[src/rtl/gray_ptr_counter_pkg.sv]
// rtl/gray_ptr_counter_pkg.sv - Gray codec helpers shared by the pointer counter, its consumers and benches
package gray_ptr_counter_pkg;

    localparam int MAX_WIDTH = 32;

    typedef logic [MAX_WIDTH-1:0] word_t;

    // Callers zero-extend narrower values; the upper zeros do not disturb the low bits.
    function automatic word_t bin2gray(input word_t x);
        return x ^ (x >> 1);
    endfunction

    function automatic word_t gray2bin(input word_t g);
        word_t b;
        b[MAX_WIDTH-1] = g[MAX_WIDTH-1];
        for (int i = MAX_WIDTH - 2; i >= 0; i--) begin
            b[i] = b[i+1] ^ g[i];
        end
        return b;
    endfunction

endpackage

[src/rtl/gray_ptr_counter_bin2gray_comb.sv]
// rtl/gray_ptr_counter_bin2gray_comb.sv - combinational binary-to-Gray encoder
module bin2gray_comb
    import gray_ptr_counter_pkg::*;
#(
    parameter int WIDTH = 4
) (
    input  logic [WIDTH-1:0] bin_i,
    output logic [WIDTH-1:0] gray_o
);

    word_t gray_wide;

    assign gray_wide = bin2gray(word_t'(bin_i));
    assign gray_o    = gray_wide[WIDTH-1:0];

endmodule

[src/rtl/gray_ptr_counter.sv]
// rtl/gray_ptr_counter.sv - registered up/down binary counter with flopped Gray output and wrap pulse
module gray_ptr_counter
    import gray_ptr_counter_pkg::*;
#(
    parameter int WIDTH = 4
) (
    input  logic             clk,
    input  logic             rst,
    input  logic             en,
    input  logic             up,
    input  logic             load,
    input  logic [WIDTH-1:0] load_val,
    output logic [WIDTH-1:0] bin,
    output logic [WIDTH-1:0] gray,
    output logic             wrap
);

    localparam logic [WIDTH-1:0] ONE = WIDTH'(1);

    logic [WIDTH-1:0] bin_q, bin_d;
    logic [WIDTH-1:0] gray_q, gray_d;
    logic             wrap_q, wrap_d;

    always_comb begin
        bin_d  = bin_q;
        wrap_d = 1'b0;
        if (load) begin
            bin_d = load_val;
        end else if (en) begin
            if (up) begin
                bin_d  = bin_q + ONE;
                wrap_d = &bin_q;
            end else begin
                bin_d  = bin_q - ONE;
                wrap_d = ~|bin_q;
            end
        end
    end

    // Gray is encoded from the next binary value so the output bus comes straight off flops.
    bin2gray_comb #(.WIDTH(WIDTH)) u_enc (
        .bin_i (bin_d),
        .gray_o(gray_d)
    );

    always_ff @(posedge clk) begin
        if (rst) begin
            bin_q  <= '0;
            gray_q <= '0;
            wrap_q <= 1'b0;
        end else begin
            bin_q  <= bin_d;
            gray_q <= gray_d;
            wrap_q <= wrap_d;
        end
    end

    assign bin  = bin_q;
    assign gray = gray_q;
    assign wrap = wrap_q;

endmodule

[config.mk]
export PLATFORM = sky130hd
export DESIGN_NAME = gray_ptr_counter
export DESIGN_NICKNAME = d
export VERILOG_FILES = /design/src/rtl/gray_ptr_counter_pkg.sv /design/src/rtl/gray_ptr_counter_bin2gray_comb.sv /design/src/rtl/gray_ptr_counter.sv
export SDC_FILE = /design/constraint.sdc
export NUM_CORES = 1
export LEC_CHECK = 0
export BUFFER_PORTS_ARGS = -buffer_cell sky130_fd_sc_hd__buf_2
export CORE_AREA = 3 3 40 42
export DETAILED_ROUTE_END_ITERATION = 7
export DIE_AREA = 0 0 43 45
export GPL_TIMING_DRIVEN = 0
export PLACE_DENSITY = 0.73
export SLEW_MARGIN = 10
export SYNTH_ARGS = -nofsm -noshare
export SYNTH_HDL_FRONTEND = slang
export SYNTH_SLANG_ARGS = --single-unit
[constraint.sdc]
create_clock -name clk -period 3.45 [get_ports clk]
set_clock_uncertainty 0.05 [all_clocks]
set_input_delay 0.69 -clock clk [delete_from_list [all_inputs] [get_ports clk]]
set_output_delay 0.69 -clock clk [all_outputs]
set_load 0.01 [all_outputs]
==> results.md <==
* Register-to-Register Path Depth at 5
* Htree depth at 1
* Leak at ~0.00031 uW
* Die area at 1940 um2
* Min Tclk post-route at between 2 and 2.5 ns
* Number of routed nets with antenna violations at 0
* Row cnt at 13
* Reg power frac at 0.439
* Cells after Synth at 53
* Synth area leader: dfxtp_1
* Die width at between 40 and 50 um
* Switching Share at 0.298
* Worst path max stage delay at ~0.47 ns
* Clock tree from TritonCTS: done
* Slew @ Worst Pin at about 0.42 ns
* Most frequent cells in the layout: 17 x buf_2, 8 x dfxtp_1, 6 x nor2_1
* Pwr/cell area at 408 nW/um2
* Grt ovf at 0
* Power share of the combinational group at 0.276
* Type of the worst setup path: input port to flip-flop
* Post-cts gate resize count at 0
* Crit. End Element: flip-flop
* Largest cells by area after synthesis: dfxtp_1 32%, mux2i_1 6.1%, ha_1 5.1%
* First-pass GRT wire length at 1700 um
* Worst VDD drop at 261 uV
* Final Cycle Share at 0.611
* Reg2Reg Setup Slack at between 1.5 and 2 ns
* RSZ-0062 raised after global routing: false
* FF+latch count, synth at 8
* Die Span Y at 45 um
* Final Hold Vio Count at 0
* Final #Nets at 86
* CP Launch Type: input port
* Clock Pin Slew Worst Setup and Hold Paths at about 0.050 ns
* Clock Sinks at 8
* Register area share after synthesis at 0.324
* Share of layout cells above drive strength 1 at 0.361
* Final setup vio count at 0
* CP max stage cell: fa_1
* Slew Limit Fails at 0
* RR Startpoint: bin[0]
* Mapped Area at roughly 490 um2
* Synth Warn # at 0
* Number of remaining DRC errors at 0
* Hold buffer count at CTS at 0
* Routability cong. at just under 0.7
* PortBufs at 16
* Critical path peak fanout at 7
* Clock power share at 0.284
* Tot GR Track Use at 0.120
* CTS Buf Count at 3
* Synth cell types at 31
* Starting Density at 0.385
* Max-cap violation count at 0
* Synthesized Nets at between 60 and 70
* Core area at approximately 1300 um2
* Syn Area/Cell at a little over 9 um2
* Top cell type's share of synthesized area at 0.324
* Vias in the first global route at just under 400
* Hold Crit Depth at 2
* Fmax at approximately 470 MHz
* Status: complete, no violations
* First drt pass iteration count at 3
* Area grow syn2layout at 24.6%
* Initial antenna violation count at 0
* 1st-iter DRT viols at 8
* Root Driver: clkbuf_4
* IO Pins at 18
* Pin count of the biggest net entering global routing at 11
* Commonest non-fill, non-tap cell in the layout: buf_2
* Vias per inst at 5.14
* CTS max path bufs at 2
* Setup tns final at 0 ns
* Sw Pwr at roughly 75 uW
* Worst R2R End: gray[1]
* CP arrival at 2.24 ns
* Cells along the critical path: buf_2 -> inv_1 -> fa_1 -> mux2_2 -> mux2i_1 -> o21ai_0 -> a21oi_1
* Slew margin rel. at 0.716
* Wire per inst at approximately 12 um
* CP required at ~3.6 ns
* Post-CTS setup repair buffer count at 0
* Hpwl dp at 814 um
* Crit path capture: gray[1]
* Final Util at 0.479
* Inserted Diodes at 0
* Non-filler instance count after layout at 87
* Via Count at roughly 450
* Post-Place Cells at 84
* Hold Crit Class: input port to flip-flop
* Setup crit start: up
* Routed WL at about 1100 um
* Clock latency on the worst-skew pair at 0.26 ns
* Cell internal pwr at 177 uW
[worst max-delay path, delay by kind of cell]
| family | cells | cell delay, ns |
|---|---|---|
| mux | 2 | 0.56 |
| fa+ha+maj | 1 | 0.47 |
| compound gates | 2 | 0.29 |
| buf+inv | 2 | 0.24 |
[cell usage after synthesis]
| master | n |
|---|---|
| a31oi_1 | 1 |
| o21bai_1 | 1 |
| a211oi_1 | 1 |
| ha_1 | 2 |
| and3_1 | 1 |
| dfxtp_1 | 8 |
| or3_1 | 2 |
| buf_2 | 1 |
| a221o_1 | 1 |
| fa_1 | 1 |
| a22oi_1 | 1 |
| xnor2_1 | 2 |
| a21o_1 | 1 |
| nor3b_1 | 1 |
| xor2_1 | 1 |
| inv_1 | 2 |
| nor4bb_1 | 1 |
| or4_2 | 1 |
| o21ai_0 | 2 |
| buf_4 | 2 |
| nand3_2 | 1 |
| or4b_1 | 1 |
| mux2i_1 | 3 |
| a21oi_1 | 2 |
| and2_1 | 1 |
| and3_2 | 1 |
| mux2_2 | 1 |
| nand3_1 | 2 |
| nand3b_1 | 1 |
| nor2_1 | 6 |
| o2bb2ai_1 | 1 |
[through the flow]
step	setup WS, ns	power [uW]	area (um2)	hold WS [ns]
finish	1.34	251	616	0.656
global route	1.15	266	616	0.670
CTS	1.32	253	616	0.653
detailed placement	1.06	182	593	0.676
global placement	1.12	180	593	0.662
floorplan	1.40	158	494	0.631
[state kept, by name, indices dropped and copies added (netlist names)]
register and count:
gray 3, wrap 1, bin 4
[routing by layer]
metal / track usage / vias up / wire length, um
li1: - / 234 / -
met1: 0.153 / 197 / 498
met2: 0.189 / 16 / 493
met3: 0.0598 / 0 / 80
met4: 0.0181 / 0 / 0
met5: 0 / - / 0
[how the worst min path moves through the flow]
stage,from,end,slack (ns)
2_1_floorplan,bin[3],wrap,0.63
3_3_place_gp,bin[3],wrap,0.66
3_5_place_dp,bin[3],wrap,0.68
4_1_cts,rst,gray[0],0.65
5_1_grt,rst,bin[3],0.67
6_report,rst,gray[1],0.66
[power groups by stage]
stage	Sequential [uW]	Combinational (uW)	Clock [uW]
floorplan	116	42.7	0
global placement	112	68.1	0
detailed placement	112	70.0	0
CTS	111	70.5	72.0
global route	112	78.8	75.1
finish	110	69.5	71.4
[cell type report]
type / instances / area, um2
inverter: 2 / 7.51
sequential: 8 / 160
timing repair buffer: 16 / 80.1
clock buffer: 3 / 22.5
fill: 134 / 669
buffer: 3 / 20.0
tap: 15 / 18.8
multi-input combinational: 40 / 307
[cell families after synthesis]
| kind of cell | share of synthesized area |
|---|---|
| compound gates | 0.152 |
| flops | 0.324 |
| simple gates | 0.241 |
| mux | 0.0835 |
| xor+xnor | 0.0532 |
| fa+ha+maj | 0.0911 |
| buf+inv | 0.0557 |
Note: power is estimated with default switching activity, not from simulation.
